File: config.mk
export PLATFORM = sky130hd
export DESIGN_NAME = ce_bridge_fifo
export DESIGN_NICKNAME = d
export VERILOG_FILES = /design/src/rtl/ce_bridge_pkg.sv /design/src/rtl/ce_guard_chk.sv /design/src/rtl/ce_bridge_fifo.sv
export SDC_FILE = /design/constraint.sdc
export NUM_CORES = 1
export LEC_CHECK = 0
export BUFFER_PORTS_ARGS = -buffer_cell sky130_fd_sc_hd__buf_4
export CORE_AREA = 5 5 79 63
export CTS_CLUSTER_DIAMETER = 200
export DETAILED_ROUTE_END_ITERATION = 6
export DIE_AREA = 0 0 84 68
export HOLD_SLACK_MARGIN = 0.03
export PLACE_DENSITY = 0.82
export SYNTH_ARGS = -nofsm -noshare
export SYNTH_HDL_FRONTEND = slang
export SYNTH_SLANG_ARGS = --single-unit
File: constraint.sdc
create_clock -name aclk -period 2.4 [get_ports aclk]
set_input_delay 0.12 -clock aclk [delete_from_list [all_inputs] [get_ports aclk]]
set_output_delay 0.12 -clock aclk [all_outputs]
set_load 0.05 [all_outputs]
File: src/rtl/ce_bridge_pkg.sv
// Shared constants for the CE-phase transfer buffer (ce_bridge_fifo).
// Sticky-flag bit positions match the telemetry status word.
package ce_bridge_pkg;
  localparam int unsigned FLAG_OVF = 0;
  localparam int unsigned FLAG_UNF = 1;
  localparam int unsigned FLAG_COL = 2;
  localparam int unsigned FLAG_W   = 3;

  typedef logic [FLAG_W-1:0] ce_flags_t;
endpackage

File: src/rtl/ce_guard_chk.sv
// Producer/consumer separation counter and sticky ovf/unf/col flags.
// Built only when CE_BRIDGE_CHECKS_EN is defined.
module ce_guard_chk
  import ce_bridge_pkg::*;
#(
  parameter int GUARD = 1
) (
  input  logic              aclk,
  input  logic              arstn,
  input  logic              aen,
  input  logic              ben,
  input  logic              ovf_evt,
  input  logic              unf_evt,
  input  logic              clr,
  output logic [FLAG_W-1:0] flags
);
  localparam int SW = $clog2(GUARD + 1);

  logic [SW-1:0]     sep;
  logic              col_evt;
  logic [FLAG_W-1:0] evt;

  // sep reads one less than the edge distance to the last aen, so a ben
  // exactly GUARD edges after aen is clean and GUARD=1 flags only coincidence.
  assign col_evt = ben && (aen || (int'(sep) + 1 < GUARD));

  always_comb begin
    evt           = '0;
    evt[FLAG_OVF] = ovf_evt;
    evt[FLAG_UNF] = unf_evt;
    evt[FLAG_COL] = col_evt;
  end

  always_ff @(posedge aclk or negedge arstn) begin
    if (!arstn) begin
      sep   <= SW'(GUARD);
      flags <= '0;
    end else begin
      if (aen)                     sep <= '0;
      else if (sep != SW'(GUARD))  sep <= sep + 1'b1;
      flags <= (flags & {FLAG_W{~clr}}) | evt;
    end
  end

`ifndef SYNTHESIS
  always @(posedge aclk) begin
    if (arstn && col_evt) $error("%m: aen/ben collision at %0t", $time);
    if (arstn && ovf_evt) $error("%m: push dropped (overflow) at %0t", $time);
    if (arstn && unf_evt) $error("%m: pop while empty (underflow) at %0t", $time);
  end
`endif
endmodule

File: src/rtl/ce_bridge_fifo.sv
// DEPTH-entry buffer between two clock-enable phases on one clock.
// CE_BRIDGE_CHECKS_EN builds the collision guard and sticky error flags.
module ce_bridge_fifo #(
  parameter int WIDTH = 8,
  parameter int DEPTH = 4,
  parameter int GUARD = 1
) (
  input  logic                       aclk,
  input  logic                       arstn,
  input  logic                       aen_i,
  input  logic [WIDTH-1:0]           adat_i,
  input  logic                       ben_i,
  output logic [WIDTH-1:0]           bdat_o,
  output logic                       bvld_o,
  output logic                       full_o,
  output logic                       empty_o,
  output logic [$clog2(DEPTH+1)-1:0] level_o,
  input  logic                       clr_i,
  output logic                       ovf_o,
  output logic                       unf_o,
  output logic                       col_o
);
  import ce_bridge_pkg::*;

  localparam int PW = $clog2(DEPTH);
  localparam int LW = $clog2(DEPTH + 1);
  localparam logic [LW-1:0] LVL_FULL = LW'(DEPTH);

  logic [WIDTH-1:0] mem [DEPTH];
  logic [PW-1:0]    wptr, rptr;
  logic [LW-1:0]    level, level_nxt;
  logic             push, pop;

  // A pop on the same edge frees the slot a full-buffer push needs.
  assign pop  = ben_i && (level != '0);
  assign push = aen_i && ((level != LVL_FULL) || pop);

  always_comb begin
    level_nxt = level;
    if (push && !pop)      level_nxt = level + 1'b1;
    else if (pop && !push) level_nxt = level - 1'b1;
  end

  always_ff @(posedge aclk) begin
    if (push) mem[wptr] <= adat_i;
  end

  always_ff @(posedge aclk or negedge arstn) begin
    if (!arstn) begin
      wptr    <= '0;
      rptr    <= '0;
      level   <= '0;
      full_o  <= 1'b0;
      empty_o <= 1'b1;
      bdat_o  <= '0;
      bvld_o  <= 1'b0;
    end else begin
      if (push) wptr <= wptr + 1'b1;
      if (pop) begin
        rptr   <= rptr + 1'b1;
        bdat_o <= mem[rptr];
      end
      bvld_o  <= pop;
      level   <= level_nxt;
      full_o  <= (level_nxt == LVL_FULL);
      empty_o <= (level_nxt == '0);
    end
  end

  assign level_o = level;

`ifdef CE_BRIDGE_CHECKS_EN
  logic [FLAG_W-1:0] flags;

  ce_guard_chk #(.GUARD(GUARD)) u_guard (
    .aclk    (aclk),
    .arstn   (arstn),
    .aen     (aen_i),
    .ben     (ben_i),
    .ovf_evt (aen_i && !push),
    .unf_evt (ben_i && (level == '0)),
    .clr     (clr_i),
    .flags   (flags)
  );

  assign ovf_o = flags[FLAG_OVF];
  assign unf_o = flags[FLAG_UNF];
  assign col_o = flags[FLAG_COL];
`else
  localparam int UNUSED_GUARD = GUARD;
  logic unused_clr;
  assign unused_clr = clr_i;
  assign ovf_o = 1'b0;
  assign unf_o = 1'b0;
  assign col_o = 1'b0;
`endif
endmodule

==> results by stage, run 1 <==
Critical path:
- The class of the most critical setup path is flop to flop.
- The maximum fanout count along the critical path is 9.
- The cell seen most often among critical-path stages is sky130_fd_sc_hd__inv_1.
- The kind of end point of the critical path is a flop.
- The critical path goes through inv_1 > ha_1 > inv_1 > o31a_1 > and2_1.
- The critical path buffer and inverter count is 2.
- On the critical path, the stage with the largest delay is an instance of sky130_fd_sc_hd__dfrtp_1.
- For the worst setup path, the data required time is 2.34 ns.
- The worst setup path is launched from a flop.
- STA puts the critical path data arrival time at 2.13 ns.
- For this run, the slowest stage of the critical path takes 0.54 ns.
- The cell family contributing the most delay on the critical path is flip-flops.

Routing:
- Summing over every cut layer, the via total after detailed routing is 1,099.
- In the final routed layout, each cell accounts on average for 16.2 um.
- The detail route stage leaves a number of antenna-violating nets equal to 0.
- The first-iteration detailed-routing DRC count is 110.
- For this run, design rule violations remaining after detail routing come to 0.
- The first-pass detailed-route iteration total is 4.
- Summed over all layers, the routed wires come to 3510 um.
- In the routed layout, each cell is associated on average with a via count of 5.06.

Final layout:
- The number of antenna cells inserted is 0.
- The share of post-route cells with drive strength above 1 is 33.8%.
- The final layout contains 179 nets.
- Counting the fill cells in the layout gives 314.
- The area growth from synthesis to layout is 17.7%.

Timing:
- Of the available clock period, the critical path in the final layout requires 91.3%.
- The minimum period implied by the final worst setup slack is 2.19 ns.
- The slew at the pin closest to its max-slew limit is 0.571 ns.
- Timing would allow up to 0.456 GHz.
- Setup violations remaining at the end of the flow were counted as 0.
- The relative slew slack is 61.9%.
- For the final routed database, the setup TNS stands at 0 ns.
- Setup repair after global routing left no endpoint under its margin.
- The total count of hold-check failures in the final report is 0.
- The count of final max-slew check failures is 0.
- On the final layout, the worst clock skew is 0.00594 ns.

Worst hold path:
- The tightest min-delay check is of the primary input to flop type.

Die:
- The number of placed I/O pins is 30.
- The floorplan has 21 rows.
- The vertical extent of the die is 68 um.
- The starting density of the core is 51.7%.
- The die is 84 um wide.
- The die outline area is 5710 um^2.
- After floorplanning, the core was sized to cover 4200 um^2.

Clock tree:
- The number of levels in the clock H-tree is 2.
- The tree built by TritonCTS fans out to 50 sinks.
- The buffer depth of the longest clock path is 2.
- Buffers inserted during clock tree synthesis total 5.
- The insertion delay to the later sink of the worst-skew pair is 0.29 ns.
- In this run the clock root is driven by a sky130_fd_sc_hd__clkbuf_8.
- TritonCTS built the clock tree.
- The number of gates resized after CTS was 0.
- After clock tree synthesis, the clock-pin slew on the worst setup and hold paths is 0.08 ns.

Placement:
- Routability-driven placement finished with a final weighted congestion of 0.768.
- The detailed placement HPWL is 2410 um.
- The quantity of I/O buffers inserted on ports is 25.

Outcome:
- The flow ran to the end, and the final reports show no timing, DRC or antenna violations.

Global route:
- Summed over all layers, the global routing overflow is 0.
- The first global-routing pass estimated 5820 um of wire.
- The number of antenna violations at the first check in global routing is 0.
- The total global-route track usage is 13.4%.
- The number of global-route vias before repair is 1,177.
- Entering global routing, the biggest net connects 19 pins.

Yosys:
- The synthesized design contains 50 register bits.
- The share of synthesized area occupied by flip-flops and latches is 65.0%.
- The cell count after synthesis came out at 122.
- In this run the cell area of the synthesized design comes to 2170 um^2.
- The total number of yosys warnings is 0.
- In this run, distinct cell masters in the synthesized netlist total 33.
- Averaged over all synthesized cells, the footprint is 17.8 um^2.

Run:
- The max-capacitance violation count is 0.

Power:
- Summed over all cells, the static leakage comes to 1.02 nW.
- The overall power of the completed layout is 3.31 mW.
- The maximum vdd drop is 0.741 mV.
- The cell area power density is 1300 nW/um^2.
[cell usage in the layout, fill, tap and decap left out, types with 2 or more instances in the layout]
master,synthesis,final
sky130_fd_sc_hd__xnor2_1,3,3
sky130_fd_sc_hd__edfxtp_1,32,32
sky130_fd_sc_hd__o21ai_0,3,3
sky130_fd_sc_hd__mux2_4,8,8
sky130_fd_sc_hd__dlygate4sd3_1,0,9
sky130_fd_sc_hd__and2_1,5,5
sky130_fd_sc_hd__clkbuf_1,1,3
sky130_fd_sc_hd__nand2b_1,2,2
sky130_fd_sc_hd__mux4_2,8,8
sky130_fd_sc_hd__nand2_1,4,4
sky130_fd_sc_hd__inv_1,6,6
sky130_fd_sc_hd__ha_1,7,7
sky130_fd_sc_hd__dfrtp_1,17,17
sky130_fd_sc_hd__buf_4,3,26
sky130_fd_sc_hd__conb_1,1,3
sky130_fd_sc_hd__a31oi_1,2,2
sky130_fd_sc_hd__clkbuf_8,0,5
[layer usage]
layer | part of all wire (%) | vias to the layer above | global-route usage [%]
met2 | 52 | 19 | 23.3
met4 | 0.11 | 0 | 1.81
met3 | 4.0 | 2 | 3.85
li1 | - | 519 | -
met1 | 43 | 559 | 17.5
met5 | 0 | - | 0
[cell families after synthesis]
group / share of synthesized area (%)
other cells: 0.173
simple gates: 5.81
buf+inv: 3.80
xor+xnor: 1.61
flops: 65.0
mux: 14.3
compound gates: 5.30
fa+ha+maj: 4.03
[report_power, final]
| part | internal, mW | total [mW] | leakage (nW) | switching, mW |
|---|---|---|---|---|
| Combinational | 0.641 | 1.47 | 0.472 | 0.824 |
| Sequential | 1.19 | 1.39 | 0.506 | 0.208 |
| Clock | 0.207 | 0.455 | 0.0395 | 0.247 |
| Total | 2.04 | 3.31 | 1.02 | 1.28 |
[sequential cells by signal, indices dropped and copies added (netlist names)]
name	count
mem	32
bdat_o	8
level_o	3
rptr	2
wptr	2
bvld_o	1
empty_o	1
full_o	1
[per-stage QoR]
stage | util [%] | area [um^2] | hold WS, ns | worst slack, ns | std cells
3_5_place_dp | 56.8 | 2390 | 0.00121 | 0.252 | 200
6_report | 60.8 | 2560 | 0.196 | 0.208 | 217
2_1_floorplan | - | 2180 | -0.176 | 0.288 | 124
4_1_cts | 60.6 | 2550 | 0.0316 | 0.208 | 216
5_1_grt | 60.8 | 2560 | 0.210 | 0.0437 | 217
3_3_place_gp | 56.8 | 2390 | -0.00161 | 0.393 | 200
[area by class of cell]
type	instances	area, um^2	area share [%]
Timing Repair Buffer	35	285	11.2
Clock buffer	8	80.1	3.13
Sequential cell	50	1410	55.2
Tap cell	57	71.3	2.79
Inverter	6	22.5	0.881
Multi-Input combinational cell	61	686	26.8
[synthesized netlist by cell type]
cell                        instances  area (um^2)
sky130_fd_sc_hd__and2_1             5         31.3
sky130_fd_sc_hd__o21ai_0            3         15.0
sky130_fd_sc_hd__edfxtp_1          32          961
sky130_fd_sc_hd__dfrtp_1           17          425
sky130_fd_sc_hd__dfstp_2            1         26.3
sky130_fd_sc_hd__nor2b_1            1         6.26
sky130_fd_sc_hd__nor2b_4            1         13.8
sky130_fd_sc_hd__conb_1             1         3.75
sky130_fd_sc_hd__buf_6              3         33.8
sky130_fd_sc_hd__o2bb2ai_4          1         27.5
sky130_fd_sc_hd__nand2b_4           1         13.8
sky130_fd_sc_hd__a21oi_1            1         5.00
sky130_fd_sc_hd__ha_1               7         87.6
sky130_fd_sc_hd__a31oi_1            2         12.5
sky130_fd_sc_hd__mux4_2             8          180
sky130_fd_sc_hd__o31a_1             1         8.76
sky130_fd_sc_hd__and2b_1            1         7.51
sky130_fd_sc_hd__inv_1              6         22.5
sky130_fd_sc_hd__a22oi_2            1         12.5
sky130_fd_sc_hd__a311o_1            1         10.0
sky130_fd_sc_hd__nor3_1             1         5.00
sky130_fd_sc_hd__clkbuf_1           1         3.75
sky130_fd_sc_hd__nand2_1            4         15.0
sky130_fd_sc_hd__xnor2_1            3         26.3
sky130_fd_sc_hd__mux2i_1            1         10.0
sky130_fd_sc_hd__nand2b_1           2         12.5
sky130_fd_sc_hd__o221ai_2           1         15.0
sky130_fd_sc_hd__nor3b_2            1         12.5
sky130_fd_sc_hd__xor2_1             1         8.76
sky130_fd_sc_hd__buf_4              3         22.5
sky130_fd_sc_hd__a211o_1            1         8.76
sky130_fd_sc_hd__and3b_1            1         8.76
sky130_fd_sc_hd__mux2_4             8          120
[path summary, 6_finish.rpt]
kind                                       start                    end  slack [ns]  cells past startpoint
min in group asynchronous                  arstn  bdat_o[7]$_DFFE_PN0N_        0.23                      2
hold reg to reg            bdat_o[6]$_DFFE_PN0N_  bdat_o[6]$_DFFE_PN0N_        0.52                      1
hold / removal                             ben_i   level_o[1]$_DFF_PN0_        0.20                      3
setup / recovery            level_o[1]$_DFF_PN0_    mem[1][4]$_DFFE_PP_        0.21                      5
setup reg to reg            level_o[1]$_DFF_PN0_    mem[1][4]$_DFFE_PP_        0.21                      5
max in group asynchronous                  arstn      empty_o$_DFF_PN1_        1.92                      2
[worst register-to-register path, delay by kind of cell, from the launching register on]
kind	cells	cell delay (ns)
DFF	1	0.54
and+or+nand+nor	1	0.47
buffers and inverters	2	0.29
adders and majority gates	1	0.28
AOI/OAI and AO/OA	1	0.26
[repair_timing]
item	CTS	global route
hold endpoints to repair	46	1
setup buffers	0	0
hold buffers	8	1
setup endpoints to repair	0	0
Note: power is estimated with default switching activity, not from simulation.
==> inputs of run 2 (changes only) <==
CORE_AREA = 5 5 85 87   (was 5 5 79 63)
DIE_AREA = 0 0 90 92   (was 0 0 84 68)
PLACE_DENSITY = 0.59   (was 0.82)
==> run 2 against run 1 <==
- maximum frequency increased by 2.4%
- clock skew about the same
- flip-flop and latch count unchanged
- critical path depth unchanged
- non-clock buffer count unchanged
- die area increased by 45%
- critical path type unchanged
- largest power group unchanged
==> results by stage, run 2 (synthesis gave the netlist of run 1 again) <==
Die:
- The vertical extent of the die came to 92 um (was 68 um).
- The die outline area is 8280 um^2 (was 5710 um^2).
- The total core area is 6280 um^2 (was 4200 um^2).
- The starting density of the core is 34.6% (was 51.7%).
- The horizontal die dimension is 90 um (was 84 um).
- The placement row count is 29 (was 21).
- The number of placed I/O pins is 30 (unchanged).

Critical path:
- The arrival time at the worst endpoint is 2.08 ns (was 2.13 ns).
- The maximum fanout count along the critical path is 9 (unchanged).
- Cell-by-cell listing of the critical path: inv_1 > ha_1 > inv_1 > o31a_1 > and2_1 (unchanged).
- The largest stage delay on the critical path came to 0.53 ns (was 0.54 ns).
- The slack of the worst reg-to-reg path is 0.26 ns (was 0.21 ns).
- The source of the worst register-to-register timing path was level_o[1]$_DFF_PN0_ (unchanged).
- The kind of end point of the critical path is a flop (unchanged).
- The end of the critical path is mem[0][0]$_DFFE_PP_ (was mem[1][4]$_DFFE_PP_).
- The slowest library cell on the worst path was sky130_fd_sc_hd__dfrtp_1 (unchanged).
- The worst setup path startpoint is level_o[1]$_DFF_PN0_ (unchanged).
- The path length in cells of the critical path is 5 (unchanged).
- The endpoint of the most critical register-to-register path is mem[0][0]$_DFFE_PP_ (was mem[1][4]$_DFFE_PP_).
- The nature of the critical path startpoint is a flop (unchanged).
- The depth of the worst register-to-register path is 5 (unchanged).
- The critical path buffer and inverter count is 2 (unchanged).
- The class of the most critical setup path is flop to flop (unchanged).
- The cell seen most often among critical-path stages is sky130_fd_sc_hd__inv_1 (unchanged).
- The worst path required time is 2.34 ns (about the same).
- The cell family contributing the most delay on the critical path was flip-flops (unchanged).

Outcome:
- Run status: finished clean (unchanged).

Placement:
- The final estimated routing congestion in global placement came to 0.808 (was 0.768).
- The number of placed instances with taps included is 220 (was 200).
- The quantity of I/O buffers inserted on ports came to 25 (unchanged).
- The detailed placement HPWL is 2560 um (was 2410 um).

Worst hold path:
- The class of the worst hold path is primary input to flop (unchanged).
- The depth of the worst hold-timing path is 3 (unchanged).
- The launch instance of the worst min-delay path is ben_i (unchanged).

Final layout:
- The final layout net count is 179 (unchanged).
- The share of post-route cells with drive strength above 1 is 35.6% (was 33.8%).
- The number of flip-flops in the largest register is 32 (unchanged).
- The register with the most flip-flops was mem (unchanged).
- The filler-free cell count of the finished design was 237 (was 217).
- The number of antenna cells inserted is 0 (unchanged).
- The commonest non-fill, non-tap cell in the layout was sky130_fd_sc_hd__edfxtp_1 (unchanged).
- Commonest cells after routing, fill and taps aside: 32 x sky130_fd_sc_hd__edfxtp_1, 26 x sky130_fd_sc_hd__buf_4, 17 x sky130_fd_sc_hd__dfrtp_1, 9 x sky130_fd_sc_hd__dlygate4sd3_1 (unchanged).
- The layout overhead on the synthesized area is 19.3% (was 17.7%).

Clock tree:
- The sink count of the clock tree was 50 (unchanged).
- The root buffer cell is sky130_fd_sc_hd__clkbuf_8 (unchanged).
- The buffer depth of the longest clock path is 2 (unchanged).
- The number of levels in the clock H-tree came to 2 (unchanged).
- The TritonCTS clock tree is yes (unchanged).
- The insertion delay to the later sink of the worst-skew pair was 0.30 ns (was 0.29 ns).
- The number of buffers created by CTS came to 5 (unchanged).
- The total setup buffers inserted after CTS is 0 (unchanged).
- The register clock-pin slew on the reported worst setup and hold paths is 0.08 ns (about the same).

Global route:
- The number of antenna violations at the first check in global routing is 0 (unchanged).
- The number of global-route vias before repair is 1,202 (was 1,177).
- The total global-route track usage is 9.45% (was 13.4%).
- The pin count of the biggest net entering global routing is 19 (unchanged).
- The first-pass GRT wire length was 6200 um (was 5820 um).
- The overflow left after global routing was 0 (unchanged).

Timing:
- The final-layout setup total negative slack is 0 ns (unchanged).
- The minimum period implied by the final worst setup slack was 2.14 ns (was 2.19 ns).
- The largest clock skew in the final design came to 0.00608 ns (was 0.00594 ns).
- The count of final max-slew check failures is 0 (unchanged).
- The slew at the pin closest to its max-slew limit is 0.603 ns (was 0.571 ns).
- Unrepaired setup endpoints after global routing: false (unchanged).
- The ratio of final minimum period to clock period was 89.2% (was 91.3%).
- The final count of negative-setup-slack endpoints is 0 (unchanged).
- The total count of hold-check failures in the final report is 0 (unchanged).
- The maximum clock frequency is 0.467 GHz (was 0.456 GHz).
- The relative slew slack is 59.8% (was 61.9%).

Routing:
- The average wire per standard cell is 15.5 um (was 16.2 um).
- The post-detailed-route count of antenna-violating nets is 0 (unchanged).
- The total number of vias came to 1,124 (was 1,099).
- The final wirelength was 3670 um (was 3510 um).
- The vias per cell came to 4.74 (was 5.06).
- The first-iteration detailed-routing DRC count was 106 (was 110).
- The first-pass detailed-route iteration total is 4 (unchanged).
- The remaining routing DRC violations was 0 (unchanged).

Power:
- The leakage component of the power was 1.02 nW (about the same).
- The cell area power density is 1290 nW/um^2 (was 1300 nW/um^2).
- The maximum vdd drop is 0.559 mV (was 0.741 mV).

Run:
- The max-capacitance violation count came to 0 (unchanged).
-- run 2: changes by cell type in the layout (fill, tap and decap cells not counted), sizes merged --
cell      delta
clkinv       +2
clkbuf       -3
clkinvlp     +1
-- run 2: repair_timing --
action | CTS | global route
hold endpoints to repair | 50 | 0
hold buffers | 9 | 0
endpoints found under the setup margin | 0 | 0
resized for setup | 0 | 0
-- run 2: area by class of cell --
cell class / instances / area (um^2)
Fill cell: 561 / 3680
Timing Repair Buffer: 35 / 285
Clock inverter: 3 / 21.3
Inverter: 6 / 22.5
Sequential cell: 50 / 1410
Multi-Input combinational cell: 61 / 686
Tap cell: 77 / 96.3
Clock buffer: 5 / 68.8
-- run 2: stage by stage --
step / hold WS (ns) / utilization, % / instance area [um^2] / setup WS, ns / power, mW
after floorplan: -0.176 / - / 2180 / 0.288 / 2.52
after global placement: 0.00770 / 38.4 / 2410 / 0.314 / 2.84
after detailed placement: 0.0130 / 38.4 / 2410 / 0.252 / 2.90
after CTS: 0.195 / 41.3 / 2590 / 0.236 / 3.39
after global routing: 0.217 / 41.3 / 2590 / 0.0515 / 3.55
final: 0.207 / 41.3 / 2590 / 0.259 / 3.34
-- run 2: worst min path at each step --
stage / endpoint / slack, ns
global placement: bdat_o[1]$_DFFE_PN0N_ / 0.008
detailed placement: bdat_o[0]$_DFFE_PN0N_ / 0.01
finish: level_o[1]$_DFF_PN0_ / 0.21
floorplan: bdat_o[0]$_DFFE_PN0N_ / -0.18
CTS: level_o[1]$_DFF_PN0_ / 0.20
global route: level_o[1]$_DFF_PN0_ / 0.22
-- run 2: power breakdown --
group / internal (mW) / leakage, nW / total (mW) / switching (mW)
Clock: 0.205 / 0.0441 / 0.472 / 0.267
Combinational: 0.641 / 0.472 / 1.47 / 0.831
Sequential: 1.19 / 0.506 / 1.39 / 0.207
Total: 2.03 / 1.02 / 3.34 / 1.30
-- run 2: per-layer routing --
| metal | share of wire, % | up-vias | global-route usage (%) | routed length [um] |
|---|---|---|---|---|
| met1 | 39 | 565 | 11.3 | 1450 |
| met4 | 0.93 | 0 | 2.61 | 34 |
| met3 | 6.3 | 4 | 2.70 | 230 |
| li1 | - | 517 | - | - |
| met2 | 53 | 38 | 16.7 | 1960 |
| met5 | 0 | - | 0 | 0 |
-- run 2: worst reg2reg max path, cell delays in order (launching register included) --
cell and delay, ns:
sky130_fd_sc_hd__dfrtp_1 0.53, sky130_fd_sc_hd__inv_1 0.11, sky130_fd_sc_hd__ha_1 0.27, sky130_fd_sc_hd__inv_1 0.16
sky130_fd_sc_hd__o31a_1 0.27, sky130_fd_sc_hd__and2_1 0.46
